==> src/rtl/result_bcd_formatter.sv <==
// Converts one signed ALU result per handshake into sign, BCD magnitude and
// significant-digit count using an iterative shift-add-3 (one bit per clock).
module result_bcd_formatter #(
  parameter int WIDTH  = 20,
  parameter int DIGITS = 6
) (
  input  logic                         clk,
  input  logic                         rst,
  input  logic                         in_valid,
  output logic                         in_ready,
  input  logic [WIDTH-1:0]             in_result,
  output logic                         out_valid,
  input  logic                         out_ready,
  output logic                         out_neg,
  output logic [4*DIGITS-1:0]          out_bcd,
  output logic [$clog2(DIGITS+1)-1:0]  out_ndig
);

  localparam int NDW   = $clog2(DIGITS + 1);
  localparam int CNT_W = $clog2(WIDTH + 1);

  // True when DIGITS decimal digits can hold the largest magnitude, 2**(WIDTH-1).
  function automatic bit digits_fit();
    longint p10;
    longint lim;
    p10 = 1;
    lim = longint'(1) << (WIDTH - 1);
    for (int i = 0; i < DIGITS; i++) begin
      p10 = p10 * 10;
      if (p10 > lim) return 1'b1;
    end
    return 1'b0;
  endfunction

  localparam bit DIGITS_OK = digits_fit();

  generate
    if (!DIGITS_OK) begin : g_bad_digits
      $error("result_bcd_formatter: DIGITS too small for WIDTH");
    end
  endgenerate

  typedef enum logic [1:0] {
    IDLE = 2'd0,
    CONV = 2'd1,
    DONE = 2'd2
  } state_t;

  state_t                state_q, state_d;
  logic [CNT_W-1:0]      cnt_q, cnt_d;
  logic [WIDTH-1:0]      mag_q, mag_d;
  logic [4*DIGITS-1:0]   bcd_q, bcd_d;
  logic                  neg_q, neg_d;

  logic                  out_valid_q, out_valid_d;
  logic                  out_neg_q, out_neg_d;
  logic [4*DIGITS-1:0]   out_bcd_q, out_bcd_d;
  logic [NDW-1:0]        out_ndig_q, out_ndig_d;

  logic [4*DIGITS-1:0]   bcd_adj;
  logic [NDW-1:0]        ndig_calc;

  // Add-3 correction applied to every digit before the shift.
  generate
    for (genvar gi = 0; gi < DIGITS; gi++) begin : g_adj
      assign bcd_adj[4*gi +: 4] = (bcd_q[4*gi +: 4] >= 4'd5) ?
                                  bcd_q[4*gi +: 4] + 4'd3 : bcd_q[4*gi +: 4];
    end
  endgenerate

  always_comb begin
    ndig_calc = NDW'(1);
    for (int i = 0; i < DIGITS; i++) begin
      if (bcd_q[4*i +: 4] != 4'd0) ndig_calc = NDW'(i + 1);
    end
  end

  always_comb begin
    state_d     = state_q;
    cnt_d       = cnt_q;
    mag_d       = mag_q;
    bcd_d       = bcd_q;
    neg_d       = neg_q;
    out_valid_d = out_valid_q;
    out_neg_d   = out_neg_q;
    out_bcd_d   = out_bcd_q;
    out_ndig_d  = out_ndig_q;
    in_ready    = 1'b0;

    unique case (state_q)
      IDLE: begin
        in_ready = ~rst;
        if (in_valid && in_ready) begin
          neg_d   = in_result[WIDTH-1];
          // Unsigned view of the negation keeps the most-negative value exact.
          mag_d   = in_result[WIDTH-1] ? (~in_result + WIDTH'(1)) : in_result;
          bcd_d   = '0;
          cnt_d   = '0;
          state_d = CONV;
        end
      end
      CONV: begin
        {bcd_d, mag_d} = {bcd_adj, mag_q} << 1;
        cnt_d          = cnt_q + CNT_W'(1);
        if (cnt_q == CNT_W'(WIDTH - 1)) state_d = DONE;
      end
      DONE: begin
        if (!out_valid_q) begin
          out_valid_d = 1'b1;
          out_neg_d   = neg_q;
          out_bcd_d   = bcd_q;
          out_ndig_d  = ndig_calc;
        end else if (out_ready) begin
          out_valid_d = 1'b0;
          state_d     = IDLE;
        end
      end
      default: state_d = IDLE;
    endcase
  end

  always_ff @(posedge clk) begin
    if (rst) begin
      state_q     <= IDLE;
      cnt_q       <= '0;
      mag_q       <= '0;
      bcd_q       <= '0;
      neg_q       <= 1'b0;
      out_valid_q <= 1'b0;
      out_neg_q   <= 1'b0;
      out_bcd_q   <= '0;
      out_ndig_q  <= '0;
    end else begin
      state_q     <= state_d;
      cnt_q       <= cnt_d;
      mag_q       <= mag_d;
      bcd_q       <= bcd_d;
      neg_q       <= neg_d;
      out_valid_q <= out_valid_d;
      out_neg_q   <= out_neg_d;
      out_bcd_q   <= out_bcd_d;
      out_ndig_q  <= out_ndig_d;
    end
  end

  assign out_valid = out_valid_q;
  assign out_neg   = out_neg_q;
  assign out_bcd   = out_bcd_q;
  assign out_ndig  = out_ndig_q;

endmodule

==> config.mk <==
export PLATFORM = sky130hd
export DESIGN_NAME = result_bcd_formatter
export DESIGN_NICKNAME = d
export VERILOG_FILES = /design/src/rtl/result_bcd_formatter.sv
export SDC_FILE = /design/constraint.sdc
export NUM_CORES = 1
export LEC_CHECK = 0
export ABC_AREA = 1
export CAP_MARGIN = 20
export CORE_UTILIZATION = 45
export DETAILED_ROUTE_END_ITERATION = 7
export PLACE_DENSITY_LB_ADDON = 0.2
export RECOVER_POWER = 50
export REMOVE_ABC_BUFFERS = 1
export SETUP_SLACK_MARGIN = 0.15
export SKIP_LAST_GASP = 1
export SLEW_MARGIN = 20
export SYNTH_ARGS = -nofsm -noshare
export SYNTH_HDL_FRONTEND = slang
export SYNTH_SLANG_ARGS = --single-unit
==> constraint.sdc <==
create_clock -name clk -period 2.3 [get_ports clk]
set_input_delay 0.345 -clock clk [delete_from_list [all_inputs] [get_ports clk]]
set_output_delay 0.345 -clock clk [all_outputs]
set_load 0.02 [all_outputs]
==> flow_summary.json, run 1 <==
{
  "gp_congestion": 0.892,
  "finalHoldViolCount": 0,
  "antenna_found_initial": 0,
  "fillers": 909,
  "multiInputGateArea_um2": 2140,
  "path_cells": "clkdlybuf4s50_1, nand2_1, nor2_1, nor2_8, inv_1, nand2_1, nor2_2, nand3_1, nand2_1, a21oi_1",
  "critical_path_arrival_ns": 2.19,
  "hpwlAfterDp_um": 6690,
  "wl_um": 9660,
  "end_kind": "register",
  "drive_gt1_frac": 0.0597,
  "worstHoldPathType": "in2reg",
  "layout_min_cycle_time_ns": 1.94,
  "post-cts-setup-buffer-count": 0,
  "netlist_area_um2": 4230,
  "htreeDepth": 3,
  "path_clk_slew_ns": 0.08,
  "track_usage": 0.210,
  "fp.dieH_um": 98.9,
  "final_common_cell": "nand2_1",
  "design_area_um2": 5000,
  "via_per_inst": 5.13,
  "regArea_um2": 1620,
  "finish.net_count": 705,
  "cp-start-kind": "primary input",
  "port_buffers": 53,
  "irDropWorstVdd_uv": 286,
  "timing.critical_path.buf_inv": 2,
  "drc_errors": 0,
  "cts_buffers": 9,
  "syn2layout_area_growth_pct": 18.2,
  "rsz0062_at_grt": "false",
  "dpl_worst_slack_ns": 0.241,
  "cts_root_buf": "clkbuf_8",
  "finalMaxSlewViolations": 0,
  "tns_ns": 0,
  "tightest_slew_ns": 0.910,
  "rows": 35,
  "relSlewSlack": 0.393,
  "placed_area_um2": 4810,
  "fin_util": 0.546,
  "cts_resized": 0,
  "ys_seq_area_frac": 0.384,
  "grt_pass1_wl_um": 16800,
  "die_x_um": 98.9,
  "status": "finished clean",
  "antennaDiodeCount": 0,
  "yosys_warnings": 0,
  "final_cells": 781,
  "crit_type": "in2reg",
  "max-clock-path-buffers": 2,
  "leakage_nw": 1.93,
  "critical_path_required_ns": 2.55,
  "num_vias": 4008,
  "antenna_left": 0,
  "synth-xor-area-share": 0.00621,
  "mostFrequentLayoutCells": "150 x nand2_1, 81 x dfxtp_1, 77 x a21oi_1",
  "synth-seq-cells": 81,
  "clock_sinks": 81,
  "synth-compound-area-share": 0.183,
  "start_util": 0.462,
  "critPathMostFrequentCell": "nand2_1",
  "power.density_nw_per_um2": 588,
  "fin_skew_ns": 0.0113,
  "cp_max_fo": 13,
  "fmaxAchievable_mhz": 514,
  "syn_avg_cell_area_um2": 6.81,
  "yosys.area_share.adder": 0.0414,
  "final-setup-viol-count": 0,
  "synth_top_family_by_area": "simple AND/OR/NAND/NOR gates",
  "hold-worst-slack_ns": 0.336,
  "muxShareOfSynthArea": 0,
  "period_share": 0.845,
  "grt_max_degree": 75,
  "cts_tree": "done",
  "hold_buffers": 0,
  "first_pass_iters": 5,
  "drtIter0Drc": 141,
  "overflow": 0,
  "grt_pass1_vias": 3817,
  "die_area_um2": 9790,
  "worst_slack_ns": 0.356,
  "crit_slowest_cell": "nor2_1",
  "total_power_mw": 2.94,
  "slowest_delay_ns": 0.49,
  "insertion_delay_ns": 0.35,
  "postSynthCellCount": 621,
  "crit_family": "simple AND/OR/NAND/NOR gates",
  "drv_cap": 0,
  "synth_cell_types": 37,
  "coreArea_um2": 9150,
  "dp.cells": 767,
  "routedWlPerCell_um": 12.4,
  "io_pins": 54,
  "yosys.area_share.simple": 0.279
}
## registers in the layout (all words and copies together), names as in the netlist
register and count:
bcd_q 24, cnt_q 5, mag_q 20, neg_q 1, out_bcd 24, out_ndig 3
out_neg 1, out_valid 1, state_q 2
## where the power goes
group	internal, mW	switching (mW)
clock	0.601	0.479
sequential	1.44	0.0191
combinational	0.139	0.263
total	2.18	0.761
## worst min-delay path, cell delays in order
cell	delay, ns
buf_2	0.12
inv_2	0.07
nand2_1	0.07
inv_1	0.03
## routing by layer
metal	track usage	wire, um	part of all wire	vias to the layer above
li1	-	-	-	2115
met1	0.259	4610	0.48	1801
met2	0.369	4540	0.47	76
met3	0.0284	338	0.035	16
met4	0.0827	168	0.017	0
met5	0	0	0	-
## cell usage after synthesis
cell type  number  area [um^2]
a22oi_1         2         15.0
o211ai_1        3         22.5
nand4_1         6         37.5
a31oi_1         5         31.3
buf_2           8         40.0
ha_1           14          175
or2_2           3         18.8
nor2_1         38          143
o21ai_1        17         85.1
nor2_2          2         12.5
nand2_2         1         6.26
buf_1           2         7.51
o22ai_1         5         31.3
inv_2          10         37.5
nand2_1       150          563
nand3_1        64          320
o22ai_2         1         12.5
xor2_1          2         17.5
clkinv_1        1         3.75
a211oi_1        1         7.51
buf_4           1         7.51
inv_1          71          267
a21oi_1        77          385
a221oi_1        2         17.5
o21bai_1        2         15.0
nor3b_2         1         12.5
dfxtp_1        81         1620
nand3b_1        1         7.51
nor2_4          2         22.5
clkbuf_1       12         45.0
a41oi_2         1         16.3
o2111ai_1       1         8.76
buf_6           4         45.0
nor2_8          1         20.0
o21ai_0        25          125
nor3_1          3         15.0
xnor2_1         1         8.76
## final timing paths
kind / slack (ns) / startpoint / cells past startpoint / to
worst max-delay path: 0.36 / in_valid / 10 / cnt_q[4]
worst min-delay path: 0.34 / rst / 4 / mag_q[1]
worst max register to register: 0.40 / state_q[0] / 10 / cnt_q[4]
worst min register to register: 0.46 / out_bcd[4] / 2 / out_bcd[4]
## cell type report
| cell class | count | share of cell area |
|---|---|---|
| inverter | 82 | 0.0616 |
| clock buffer | 11 | 0.0263 |
| tap | 111 | 0.0278 |
| timing repair buffer | 62 | 0.118 |
| clock inverter | 3 | 0.0135 |
| sequential | 81 | 0.324 |
| multi-input combinational | 431 | 0.429 |
## cell families after synthesis
group,after synthesis
compound gates,142
flops,81
simple gates,272
buf+inv,109
xor+xnor,3
fa+ha+maj,14
(Power assumes the default switching activity.)
==> run 2: changes to the inputs <==
==> constraint.sdc (replaced) <==
create_clock -name clk -period 1.6 [get_ports clk]
set_input_delay 0.24 -clock clk [delete_from_list [all_inputs] [get_ports clk]]
set_output_delay 0.24 -clock clk [all_outputs]
set_load 0.02 [all_outputs]
==> flow_summary.json, run 2 (same netlist as run 1, synthesis figures left out) <==
{
  "min_to": "mag_q[0]",
  "worstHoldPathCells": 3,
  "rsz0062_at_grt": "true",
  "via_per_inst": 5.12,
  "coreArea_um2": 9150,
  "fmaxAchievable_mhz": 696,
  "insertion_delay_ns": 0.34,
  "clock_sinks": 81,
  "total_power_mw": 4.60,
  "hpwlAfterDp_um": 7010,
  "fp.dieH_um": 98.9,
  "min_from": "in_result[0]",
  "irDropWorstVdd_uv": 581,
  "power.density_nw_per_um2": 831,
  "gp_congestion": 0.910,
  "start_util": 0.462,
  "die_area_um2": 9790,
  "syn2layout_area_growth_pct": 30.9,
  "drtIter0Drc": 179,
  "hold-worst-slack_ns": 0.209,
  "num_vias": 4227,
  "track_usage": 0.211,
  "grt_max_degree": 52,
  "final_common_cell": "nand2_1",
  "routedWlPerCell_um": 12.3,
  "drc_errors": 0,
  "finalHoldViolCount": 0,
  "cts_root_buf": "clkbuf_8",
  "r2r_slack_ns": 0.16,
  "finalMaxSlewViolations": 0,
  "tightest_slew_ns": 0.554,
  "cp-start-kind": "register",
  "period_share": 0.897,
  "antenna_found_initial": 0,
  "crit_type": "reg2reg",
  "drive_gt1_frac": 0.189,
  "path_clk_slew_ns": 0.08,
  "wl_um": 10100,
  "worstReg2RegEnd": "mag_q[13]",
  "fin_skew_ns": 0.0112,
  "status": "finished clean",
  "rows": 35,
  "leakage_nw": 2.36,
  "die_x_um": 98.9,
  "hold_buffers": 0,
  "final-setup-viol-count": 0,
  "final_cells": 826,
  "critical_path_required_ns": 1.88,
  "fin_util": 0.605,
  "worstRegToRegCells": 9,
  "cp_max_fo": 9,
  "antenna_left": 0,
  "cts_tree": "done",
  "finish.net_count": 748,
  "antennaDiodeCount": 0,
  "overflow": 0,
  "io_pins": 54,
  "relSlewSlack": 0.630,
  "layout_min_cycle_time_ns": 1.44,
  "drv_cap": 0,
  "port_buffers": 53,
  "htreeDepth": 3,
  "grt_pass1_wl_um": 17000,
  "r2r_start": "state_q[1]",
  "max-clock-path-buffers": 2,
  "first_pass_iters": 5,
  "critical_path_arrival_ns": 1.71,
  "worstHoldPathType": "in2reg",
  "dp.cells": 801,
  "cts_buffers": 9,
  "grt_pass1_vias": 3849,
  "end_kind": "register",
  "mostFrequentLayoutCells": "143 x nand2_1, 73 x a21oi_1, 70 x dfxtp_1"
}
run 2: changes by cell type in the layout (fill, tap and decap cells not counted), moves of 6 or more:
cell,before,now
dfxtp_2,0,8
clkdlybuf4s50_1,52,19
nand2_1,150,143
nor2_2,1,7
nand2_2,1,7
o21ai_0,29,21
inv_1,73,65
nor2_1,40,30
dlygate4sd2_1,0,29
dfxtp_1,81,70
buf_4,7,47
run 2: layout make-up:
cell class	instances	area, um^2
Fill cell	878	3620
Multi-Input combinational cell	431	2260
Sequential cell	81	1640
Timing Repair Buffer	105	927
Inverter	82	320
Clock buffer	11	141
Tap cell	111	139
Clock inverter	5	103
run 2: where the power goes:
group	switching, mW	leakage (nW)	internal (mW)
Combinational	0.419	1.58	0.302
Clock	0.705	0.120	1.08
Sequential	0.0300	0.662	2.06
run 2: per-stage QoR:
step / setup slack (ns) / TNS (ns) / area, um^2
floorplan: -0.449 / -8.64 / 4080
global placement: -0.193 / -2.52 / 5090
CTS: 0.0697 / 0 / 5360
detailed placement: -0.247 / -3.18 / 5090
global route: 0.0434 / 0 / 5530
finish: 0.164 / 0 / 5530
run 2: worst max-delay path by stage:
stage / from / to / slack [ns] / depth (start not counted)
floorplan: out_valid / out_ndig[1] / -0.45 / 4
global placement: in_result[0] / mag_q[16] / -0.19 / 10
detailed placement: in_result[1] / mag_q[16] / -0.25 / 10
CTS: state_q[0] / in_ready / 0.07 / 4
global route: state_q[1] / mag_q[13] / 0.04 / 9
finish: state_q[1] / mag_q[13] / 0.16 / 9
run 2: metal layers:
metal / vias to the layer above / track usage / wire [um]
met1: 1907 / 0.267 / 4730
li1: 2212 / - / -
met5: - / 0 / 0
met4: 0 / 0.0769 / 126
met2: 93 / 0.363 / 4890
met3: 15 / 0.0340 / 381
run 2: timing repair:
item / in CTS / in global routing
resized for setup: 43 / 58
endpoints found under the setup margin: 51 / 45
pin swaps: 4 / 16
setup buffers: 3 / 6
run 2: worst max-delay path: stages, from the launching register on:
cell and delay [ns]:
dfxtp_1 0.43, inv_4 0.06, nand2_1 0.12, nor2_4 0.08
nor2_8 0.13, inv_4 0.07, buf_12 0.14, o22ai_1 0.16
inv_2 0.04, a21oi_1 0.14
==> run 3: changes to the inputs <==
==> constraint.sdc (replaced) <==
create_clock -name clk -period 1.6 [get_ports clk]
set_input_delay 0.24 -clock clk [delete_from_list [all_inputs] [get_ports clk]]
set_output_delay 0.24 -clock clk [all_outputs]
set_load 0.01 [all_outputs]
==> flow_summary.json, run 3 (same netlist as run 1, synthesis figures left out) <==
{
  "status": "finished clean",
  "drtIter0Drc": 157,
  "end_kind": "register",
  "sequentialPowerShare": 0.486,
  "swShare": 0.284,
  "insertion_delay_ns": 0.36,
  "worstHoldPathCells": 4,
  "grt_util_met2": 0.385,
  "worstHoldPathType": "in2reg",
  "cts_buffers": 9,
  "critical_path_arrival_ns": 1.72,
  "max-clock-path-buffers": 2,
  "gp_congestion": 0.888,
  "io_pins": 54,
  "r2r_start": "state_q[0]",
  "antenna_found_initial": 0,
  "die_area_um2": 9790,
  "die_x_um": 98.9,
  "cp-start-kind": "register",
  "cts_tree": "done",
  "coreArea_um2": 9150,
  "grt_pass1_wl_um": 17600,
  "min_from": "rst",
  "grt_util_met1": 0.270,
  "cp_max_fo": 7,
  "start_util": 0.462,
  "overflow": 0,
  "wl_um": 10900,
  "fin_skew_ns": 0.0114,
  "path_clk_slew_ns": 0.08,
  "hpwlAfterDp_um": 7320,
  "busiest_layer": "met2",
  "grt_pass1_vias": 4080,
  "pwr-share-clk": 0.322,
  "relSlewSlack": 0.652,
  "fp.dieH_um": 98.9,
  "tightest_slew_ns": 0.521,
  "mostFrequentLayoutCells": "140 x nand2_1, 68 x inv_1, 67 x a21oi_1, 67 x dfxtp_1, 63 x nand3_1",
  "critical_path.startpoint": "state_q[0]",
  "grt_max_degree": 48,
  "first_pass_iters": 4,
  "num_vias": 4292,
  "rows": 35,
  "grt_util_met3": 0.0376,
  "p_int_mw": 3.08,
  "irDropWorstVdd_uv": 340,
  "syn2layout_area_growth_pct": 34.9,
  "min_to": "mag_q[2]",
  "finish.net_count": 757,
  "drive_gt1_frac": 0.222,
  "htreeDepth": 3,
  "track_usage": 0.222,
  "worstRegToRegCells": 10,
  "antenna_left": 0,
  "leakage_nw": 2.41,
  "worstReg2RegEnd": "mag_q[12]",
  "fillers": 839,
  "p_sw_mw": 1.22,
  "final-setup-viol-count": 0,
  "port_buffers": 53,
  "hold-worst-slack_ns": 0.211,
  "drv_cap": 0,
  "critical_path_required_ns": 1.88,
  "routedWlPerCell_um": 13.0,
  "power.density_nw_per_um2": 753,
  "final_common_cell": "nand2_1",
  "rsz0062_at_grt": "true",
  "design_area_um2": 5700,
  "clock_sinks": 81,
  "antennaDiodeCount": 0,
  "drc_errors": 0,
  "layout_min_cycle_time_ns": 1.43,
  "crit_type": "reg2reg",
  "placed_area_um2": 5150,
  "via_per_inst": 5.14,
  "fmaxAchievable_mhz": 697,
  "power.share.combinational": 0.192,
  "r2r_slack_ns": 0.17,
  "period_share": 0.897,
  "finalHoldViolCount": 0,
  "cts_root_buf": "clkbuf_8",
  "finalMaxSlewViolations": 0
}
run 3: changes by cell type in the layout (fill, tap and decap cells not counted), sizes merged:
cell / previous run / this run
clkinvlp: 1 / 3
bufinv: 3 / 0
dlymetal6s2s: 3 / 1
clkdlybuf4s50: 19 / 21
clkbuf: 12 / 16
buf: 53 / 59
run 3: per-stage QoR:
stage	instances	setup TNS (ns)	total power [mW]	setup WS (ns)	utilization
2_1_floorplan	594	-5.83	2.46	-0.348	-
3_3_place_gp	808	-1.67	2.84	-0.191	0.562
3_5_place_dp	808	-2.60	2.85	-0.235	0.562
4_1_cts	824	0	4.22	0.139	0.581
5_1_grt	835	0	4.49	0.0908	0.623
6_report	835	0	4.29	0.165	0.623
run 3: how the worst max path moves through the flow:
stage	endpoint	cells past startpoint	slack, ns
after floorplan	out_ndig[1]	4	-0.35
after detailed placement	mag_q[14]	10	-0.23
final	mag_q[12]	10	0.17
after global placement	mag_q[16]	11	-0.19
after CTS	in_ready	4	0.14
after global routing	out_bcd[2]	5	0.09
run 3: worst max-delay path, stage by stage, from the launching register on:
cell     delay (ns)
dfxtp_4        0.39
inv_4          0.05
nand2_4        0.07
nor2_4         0.03
buf_6          0.12
nor2_8         0.15
inv_4          0.06
buf_6          0.14
o22ai_1        0.16
inv_2          0.05
a21oi_1        0.14
run 3: timing repair:
item,CTS,global route
pin swaps,0,18
setup endpoints to repair,54,38
setup buffers,0,9
gates resized for setup,42,89
hold buffers,0,0
gates cloned,0,2
run 3: area by class of cell:
type                    count  area, um^2  area share
clock buffers              12         155      0.0272
clock inverters             4        27.5     0.00483
inverters                  82         323      0.0566
multi-input cells         431        2370       0.415
flip-flops and latches     81        1660       0.291
well taps                 111         139      0.0244
repair buffers            114        1030       0.181
run 3: power by group through the flow:
stage	Combinational (mW)	Clock (mW)	Sequential [mW]
after floorplan	0.319	0	2.14
after global placement	0.695	0	2.14
after detailed placement	0.704	0	2.14
after CTS	0.704	1.42	2.10
after global routing	0.898	1.50	2.10
final	0.822	1.38	2.09
run 3: metal layers:
metal | wire length [um] | vias to the layer above
met5 | 0 | -
met4 | 131 | 0
met3 | 402 | 14
met2 | 5480 | 79
met1 | 4850 | 1972
li1 | - | 2227
